$ cat config.mk
export PLATFORM = sky130hd
export DESIGN_NAME = i_wishbone_master
export DESIGN_NICKNAME = d
export VERILOG_FILES = /design/src/rtl/wb_master_pkg.sv /design/src/rtl/i_wishbone_master.sv
export SDC_FILE = /design/constraint.sdc
export NUM_CORES = 1
export LEC_CHECK = 0
export CAP_MARGIN = 20
export CORE_ASPECT_RATIO = 1.2
export CORE_MARGIN = 3
export CORE_UTILIZATION = 41
export CTS_CLUSTER_SIZE = 30
export DETAILED_ROUTE_END_ITERATION = 6
export GPL_TIMING_DRIVEN = 0
export PLACE_DENSITY = 0.8
export SETUP_SLACK_MARGIN = 0.4
export SLEW_MARGIN = 20
export SYNTH_ARGS = -nofsm -noshare
export SYNTH_HDL_FRONTEND = slang
export SYNTH_SLANG_ARGS = --single-unit
$ cat constraint.sdc
create_clock -name clk_sys_i -period 3.95 [get_ports clk_sys_i]
set_clock_uncertainty 0.05 [all_clocks]
set_input_delay 0.5925 -clock clk_sys_i [delete_from_list [all_inputs] [get_ports clk_sys_i]]
set_output_delay 0.5925 -clock clk_sys_i [all_outputs]
set_load 0.01 [all_outputs]
$ cat src/rtl/wb_master_pkg.sv
// Shared types and helpers for the pipelined Wishbone B4 master engine.
package wb_master_pkg;

  typedef enum logic {
    WORD = 1'b0,
    BYTE = 1'b1
  } t_wb_addr_gran;

  typedef enum logic [1:0] {
    S_IDLE  = 2'd0,
    S_ISSUE = 2'd1,
    S_DRAIN = 2'd2
  } t_wb_state;

  // Ceiling log2, evaluated at elaboration for shifts and counter widths.
  function automatic int f_log2(input int value);
    int result;
    result = 0;
    for (int i = 0; i < 31; i++) begin
      if ((1 << i) < value) result = i + 1;
    end
    return result;
  endfunction

endpackage

$ cat src/rtl/i_wishbone_master.sv
// Pipelined Wishbone B4 master: turns a stream of single-beat requests grouped
// by a last flag into bus cycles and returns one response per beat.
module i_wishbone_master
  import wb_master_pkg::*;
#(
  parameter int g_addr_width      = 32,
  parameter int g_data_width      = 32,
  parameter int g_max_outstanding = 16
) (
  input  logic                      clk_sys_i,
  input  logic                      rst_n_i,
  input  logic                      cfg_addr_gran_i,
  input  logic                      req_valid_i,
  output logic                      req_ready_o,
  input  logic [g_addr_width-1:0]   req_adr_i,
  input  logic [g_data_width-1:0]   req_dat_i,
  input  logic [g_data_width/8-1:0] req_sel_i,
  input  logic                      req_we_i,
  input  logic                      req_last_i,
  output logic                      rsp_valid_o,
  output logic [g_data_width-1:0]   rsp_dat_o,
  output logic                      rsp_err_o,
  output logic                      busy_o,
  output logic                      proto_err_o,
  output logic [g_addr_width-1:0]   adr_o,
  output logic [g_data_width-1:0]   dat_o,
  output logic [g_data_width/8-1:0] sel_o,
  output logic                      we_o,
  output logic                      cyc_o,
  output logic                      stb_o,
  input  logic [g_data_width-1:0]   dat_i,
  input  logic                      ack_i,
  input  logic                      err_i,
  input  logic                      rty_i,
  input  logic                      stall_i
);

  localparam int c_adr_shift = f_log2(g_data_width / 8);
  localparam int c_cnt_width = f_log2(g_max_outstanding) + 1;

  t_wb_state                 state;
  t_wb_state                 state_nxt;
  logic                      cyc_nxt;
  logic                      stb_nxt;
  logic [c_cnt_width-1:0]    outstanding;
  logic [c_cnt_width-1:0]    outstanding_nxt;
  logic [c_cnt_width:0]      inflight;
  logic                      accept;
  logic                      issue;
  logic                      term;
  logic                      counted;
  logic [g_addr_width-1:0]   adr_conv;

  assign issue    = stb_o & ~stall_i;
  assign term     = cyc_o & (ack_i | err_i | rty_i);
  // A termination with nothing outstanding is a slave protocol violation.
  assign counted  = term & (outstanding != '0);
  assign inflight = {1'b0, outstanding} + (c_cnt_width + 1)'(stb_o);
  assign accept   = req_valid_i & req_ready_o;
  assign busy_o   = cyc_o | req_valid_i;

  assign adr_conv = (t_wb_addr_gran'(cfg_addr_gran_i) == BYTE) ?
                    req_adr_i : (req_adr_i >> c_adr_shift);

  assign outstanding_nxt = outstanding + c_cnt_width'(issue) - c_cnt_width'(counted);

  always_comb begin
    req_ready_o = 1'b0;
    case (state)
      S_IDLE:  req_ready_o = 1'b1;
      S_ISSUE: req_ready_o = (~stb_o | ~stall_i) &&
                             (inflight < (c_cnt_width + 1)'(g_max_outstanding));
      default: req_ready_o = 1'b0;
    endcase
  end

  always_comb begin
    state_nxt = state;
    cyc_nxt   = cyc_o;
    stb_nxt   = stb_o & ~issue;
    case (state)
      S_IDLE: begin
        if (accept) begin
          cyc_nxt   = 1'b1;
          stb_nxt   = 1'b1;
          state_nxt = req_last_i ? S_DRAIN : S_ISSUE;
        end
      end
      S_ISSUE: begin
        if (accept) begin
          stb_nxt = 1'b1;
          if (req_last_i) state_nxt = S_DRAIN;
        end
      end
      S_DRAIN: begin
        // Close the cycle on the edge that retires the final beat.
        if (!stb_nxt && outstanding_nxt == '0) begin
          cyc_nxt   = 1'b0;
          state_nxt = S_IDLE;
        end
      end
      default: begin
        cyc_nxt   = 1'b0;
        stb_nxt   = 1'b0;
        state_nxt = S_IDLE;
      end
    endcase
  end

  always_ff @(posedge clk_sys_i) begin
    if (!rst_n_i) begin
      state       <= S_IDLE;
      cyc_o       <= 1'b0;
      stb_o       <= 1'b0;
      outstanding <= '0;
    end else begin
      state       <= state_nxt;
      cyc_o       <= cyc_nxt;
      stb_o       <= stb_nxt;
      outstanding <= outstanding_nxt;
    end
  end

  // Bus registers only reload on accept, which keeps them stable under stall.
  always_ff @(posedge clk_sys_i) begin
    if (!rst_n_i) begin
      adr_o <= '0;
      dat_o <= '0;
      sel_o <= '0;
      we_o  <= 1'b0;
    end else if (accept) begin
      adr_o <= adr_conv;
      dat_o <= req_dat_i;
      sel_o <= req_sel_i;
      we_o  <= req_we_i;
    end
  end

  always_ff @(posedge clk_sys_i) begin
    if (!rst_n_i) begin
      rsp_valid_o <= 1'b0;
      rsp_err_o   <= 1'b0;
      rsp_dat_o   <= '0;
      proto_err_o <= 1'b0;
    end else begin
      rsp_valid_o <= counted;
      rsp_err_o   <= counted & (err_i | rty_i);
      if (counted) rsp_dat_o <= dat_i;
      if (term && outstanding == '0) proto_err_o <= 1'b1;
    end
  end

endmodule

# After elaboration in Yosys (flattened, before gate mapping)
# Index checks and enable logic that the tools add are counted.
# totals
out_inout_bits,108
inputBits,110
wordCells,61
reg_bits,113
# op_classes
order_cmp,1
n_eq_ne,6
bitwise,15
muxes,13
add_sub_neg,3
n_reduce_logical,11
# op_table
operator,n
32-bit 2-to-1 mux,1
5-bit logical NOT,2
2-bit 2-to-1 mux,5
"2-bit inequality test, second input constant",4
5-bit by 1-bit adder with 6-bit output,1
1-bit AND,6
"6-bit by 5-bit less-than comparator with 1-bit output, second input constant",1
2-bit case mux with 3 select lines,1
5-bit by 1-bit adder with 5-bit output,1
1-bit OR,5
5-bit nonzero test,1
5-bit by 1-bit subtractor with 5-bit output,1
1-bit NOT,4
1-bit case mux with 2 select lines,2
4-bit AND reduction,1
1-bit logical AND,3
1-bit 2-to-1 mux,3
1-bit case mux with 3 select lines,1
3-bit AND reduction,1
"2-bit by 1-bit equality test with 1-bit output, second input constant",1
"2-bit equality test, second input constant",1
2-bit logical NOT,1
2-bit OR reduction,1
1-bit logical NOT,1

# Depth between registers and ports, before layout
# logic_depth
word_depth,9
mapped_depth,16

# Least setup slack after synthesis
# Ideal clock, no wire load.
# synth_timing
path_type,input to register
startpoint,input port rty_i
endpoint,register state[0]
setup_time_ps,86
n_path_buf,2
arrival_time_ps,3327
required_time_ps,3814
path_stages,14
path_slack_ps,487
path_cell_list,o31ai_1 or2_2 buf_2 clkinv_1 buf_2 ha_1 inv_1 ha_1 fa_1 a211oi_1 o32ai_1 nor4_1 nor3_1 a211oi_1
# synth_via
elab_chain_len,8
# synth_lines
element,line,rtl
start: declaration,i_wishbone_master.sv:34,"input logic rty_i,"
1-bit OR,i_wishbone_master.sv:55,assign term = cyc_o & (ack_i | err_i | rty_i);
1-bit AND,i_wishbone_master.sv:55,
1-bit AND,i_wishbone_master.sv:57,assign counted = term & (outstanding != '0);
via counted,i_wishbone_master.sv:51,logic counted;
5-bit by 1-bit subtractor with 5-bit output,i_wishbone_master.sv:65,assign outstanding_nxt = outstanding + c_cnt_width'(issue) - c_cnt_width'(counted);
5-bit logical NOT,i_wishbone_master.sv:97,if (!stb_nxt && outstanding_nxt == '0) begin
1-bit logical AND,i_wishbone_master.sv:97,
2-bit inequality test (no source line),--,
4-bit AND reduction (no source line),--,
end signal: assignment,i_wishbone_master.sv:117,state <= state_nxt;
end: declaration,i_wishbone_master.sv:41,t_wb_state state;
# The timed path passes the listed nets, and every way through them passes these cells.
# A chain may end at the register's enable or synchronous reset.

# Final worst setup path
# layout_timing
startpoint,register outstanding[2]
endpoint,register state[1]
# layout_via
elab_chain_len,7
# layout_lines
element,line,rtl
start: declaration,i_wishbone_master.sv:45,logic [c_cnt_width-1:0] outstanding;
start signal: assignment,i_wishbone_master.sv:120,outstanding <= outstanding_nxt;
5-bit nonzero test,i_wishbone_master.sv:57,
1-bit AND,i_wishbone_master.sv:57,
via counted,i_wishbone_master.sv:51,
5-bit by 1-bit subtractor with 5-bit output,i_wishbone_master.sv:65,
via outstanding_nxt[1],i_wishbone_master.sv:46,logic [c_cnt_width-1:0] outstanding_nxt;
5-bit logical NOT,i_wishbone_master.sv:97,
1-bit logical AND,i_wishbone_master.sv:97,
2-bit inequality test (no source line),--,
4-bit AND reduction (no source line),--,
# The timed path passes the listed nets, and every way through them passes these cells.

==> summary.md <==
| Metric | Value |
|---|---|
| Status | `finished clean` |
| Post-Synth XOR/XNOR Area | `0.00186` |
| Routed Antenna Nets | `0` |
| Count of flip-flops with a built-in enable after synthesis | `0` |
| Mean Syn Cell Area | `8.94 sq um` |
| Worst reg2reg startpoint | `outstanding[2]` |
| WHS | `0.406 ns` |
| Fin. Hold Viols | `0` |
| Synth area leader | `dfxtp_1` |
| GR Overflow Total | `0` |
| Post-DP Area | `7060 sq um` |
| Clock tree buffer depth | `2` |
| Die Area | `12800 sq um` |
| Seq/Total Area, Yosys | `0.480` |
| HPWL after DPL | `11.4 mm` |
| Via-to-Cell Ratio | `5.10` |
| Worst vdd ir | `0.311 mV` |
| Synth top area cells | `dfxtp_1 48%, nand2_1 11%, mux2i_1 6.8%` |
| Largest net degree at the start of global routing | `17` |
| Drt pass-1 iters | `4` |
| Root buffer cell | `clkbuf_16` |
| Register area | `2260 sq um` |
| Async SR Flop Fraction | `0` |
| Clk slew on worst S/H paths | `0.05 ns` |
| Worst Setup End Kind | `flip-flop` |
| RSZ-0062 raised after global routing | `false` |
| Synth cell types | `37` |
| Largest family of logic cells by synthesized area | `simple AND/OR/NAND/NOR gates` |
| Per-cell routed wire length | `16.2 um` |
| Max-slew headroom | `0.562` |
| Synth Area in Compound Gates | `0.182` |
| Area Overhead vs Synth | `65.6%` |
| Synth Warn # | `0` |
| Clk Latency, worst-skew pair | `0.40 ns` |
| Synth top cells by count | `136 x nand2_1, 113 x dfxtp_1, 40 x o21ai_0` |
| Tmin final | `3.35 ns` |
| Top cell type's share of synthesized area | `0.480` |
| WP data required | `4.18 ns` |
| Worst hold path class | `flip-flop to flip-flop` |
| Initial Utilization | `0.423` |
| Fmax | `299 MHz` |
| Top Ports | `218` |
| Net Count, Synth | `647` |
| Fill cell count | `867` |
| Post-Syn Area | `4710 sq um` |
| Gr usage total | `0.229` |
| Pleak | `3.26 nW` |
| Post-route cell area | `7800 sq um` |
| Port Buffers | `215` |
| Slew @ Worst Pin | `0.658 ns` |
| Final setup viols | `0` |
| Worst slack, placed | `-0.669 ns` |
| Combinational share of power | `0.291` |
| First-pass GRT wire length | `23.7 mm` |
| Fin crit share | `0.848` |
| Nets | `886` |
| Seq cells post-synth | `113` |
| Clock sink count | `113` |
| Switching Share | `0.285` |
| P_int | `3.04 mW` |
| Worst Hold Launch | `dat_o[28]` |
| Fin worst setup slack | `0.600 ns` |
| Die H | `123 um` |
| Min-Delay Path Depth | `2` |
| Initial antenna violation count | `0` |
| Core ar. | `11100 sq um` |
| Clock Power Share | `0.379` |
| CP Data Arrival Time | `3.58 ns` |
| CTS tree | `built` |
| CP Class | `flip-flop to flip-flop` |
| Final WL | `15.1 mm` |
| Initial drt markers | `114` |
| Post-synthesis simple-gate area fraction | `0.188` |
| Die width | `104 um` |
| Final Util | `0.700` |
| CP Max Fanout | `10` |
| Max-Cap Viols | `0` |
| DRC violations left | `0` |
| Sw power | `1.21 mW` |
| Main synth FF type | `dfxtp_1` |
| Worst setup SP type | `flip-flop` |
| Vias in the first global route | `4827` |
| Cell count after synthesis | `527` |
| Count of pins over their slew limit | `0` |
| Multi-input gate area | `2260 sq um` |
| Top-count cell post-synth | `nand2_1` |
| Row cnt | `42` |
| Flop pwr share | `0.330` |
| CTS Buf Count | `17` |
| CTS HTree Levels | `4` |
| Fraction of synthesized area in multiplexers | `0.0680` |
| Post-synthesis adder-cell area fraction | `0.0282` |
| Total number of vias | `4750` |
| Gpl congestion | `0.859` |
| Layout cell share with drive strength beyond 1 | `0.0887` |
| Reg2reg end | `state[1]` |
| Pwr Density | `545 nW/um^2` |
| Worst Hold End | `dat_o[28]` |
| Diode count | `0` |
| R2R setup slack | `0.60 ns` |
| R2r worst-path depth | `16` |
worst max-delay path by stage:
stage                         startpoint       end
after detailed placement           rty_i  state[0]
after global routing      outstanding[3]  state[0]
after CTS                          err_i  state[1]
after floorplan                    rty_i  state[0]
final                     outstanding[2]  state[1]
after global placement             rty_i  state[0]
power by group through the flow:
stage / combinational, mW / sequential [mW] / clock (mW)
detailed placement: 1.12 / 1.42 / 0
floorplan: 0.522 / 1.47 / 0
finish: 1.24 / 1.40 / 1.61
global placement: 1.07 / 1.41 / 0
CTS: 1.18 / 1.40 / 1.63
global route: 1.35 / 1.42 / 1.68
state kept, by name, summed over array words and instances (netlist names):
name,flops
adr_o,32
cyc_o,1
dat_o,32
outstanding,5
proto_err_o,1
rsp_dat_o,32
rsp_err_o,1
rsp_valid_o,1
sel_o,4
state,2
stb_o,1
we_o,1
cells by family after synthesis:
| family | Yosys count |
|---|---|
| DFF | 113 |
| muxes | 32 |
| xor gates and xnor gates | 1 |
| adders and majority gates | 10 |
| buffers and inverters | 51 |
| AOI/OAI and AO/OA | 118 |
| and+or+nand+nor | 202 |
per-layer routing:
layer,track usage,part of all wire,up-vias
met5,0,0,-
met4,0.0765,0.014,0
met3,0.0987,0.096,17
met2,0.412,0.50,200
met1,0.241,0.39,2247
li1,-,-,2286
through the flow:
step | std cells | setup TNS [ns] | total power [mW]
2_1_floorplan | 527 | 0 | 1.99
3_3_place_gp | 896 | -1.46 | 2.49
3_5_place_dp | 896 | -1.90 | 2.54
4_1_cts | 930 | 0 | 4.20
5_1_grt | 932 | 0 | 4.45
6_report | 932 | 0 | 4.25
worst max-delay path: stages (launching register included):
cell and delay (ns):
dfxtp_2 0.33, inv_1 0.06, ha_1 0.19, nor4b_2 0.15, or2_2 0.28, buf_4 0.17, clkinv_4 0.08, buf_8 0.13
ha_1 0.23, inv_1 0.06, ha_2 0.18, fa_2 0.45, nor2_2 0.11, nand4_1 0.16, nor4_4 0.34, buf_4 0.17
o21ai_0 0.08
area by class of cell:
cell class / count / area share
Timing Repair Buffer: 220 / 0.281
Inverter: 7 / 0.00401
Tap cell: 154 / 0.0247
Buffer: 44 / 0.0297
Sequential cell: 113 / 0.290
Multi-Input combinational cell: 363 / 0.290
Clock buffer: 20 / 0.0598
Clock inverter: 11 / 0.0205
repair_timing:
action                                  in CTS  in global routing
gates resized for setup                     10                 11
gates cloned                                 0                  0
hold buffers                                 0                  0
endpoints found under the setup margin       4                  3
buffers inserted                             3                  2
pin swaps                                    3                  4
cell usage in the layout (no fill, tap or decap), drive strengths merged, types with 2 or more instances in the layout:
cell           synthesis  routed
clkdlybuf4s50          0     212
nand2                136     136
dfxtp                113     113
clkbuf                25      45
o21ai                 41      41
nand3                 38      38
mux2i                 32      32
a21boi                32      32
o211a                 30      30
buf                   19      24
ha                     9       9
inv                    6       6
o21a                   6       6
clkinv                 1       6
nand2b                 4       4
nand4                  4       4
bufinv                 0       4
nor2                   4       4
nor3                   3       3
nor2b                  3       3
and2                   3       3
a211oi                 3       3
or2                    2       2
nand3b                 2       2
clkinvlp               0       2
dlymetal6s2s           0       2
nor4b                  2       2
(Power assumes the default switching activity.)
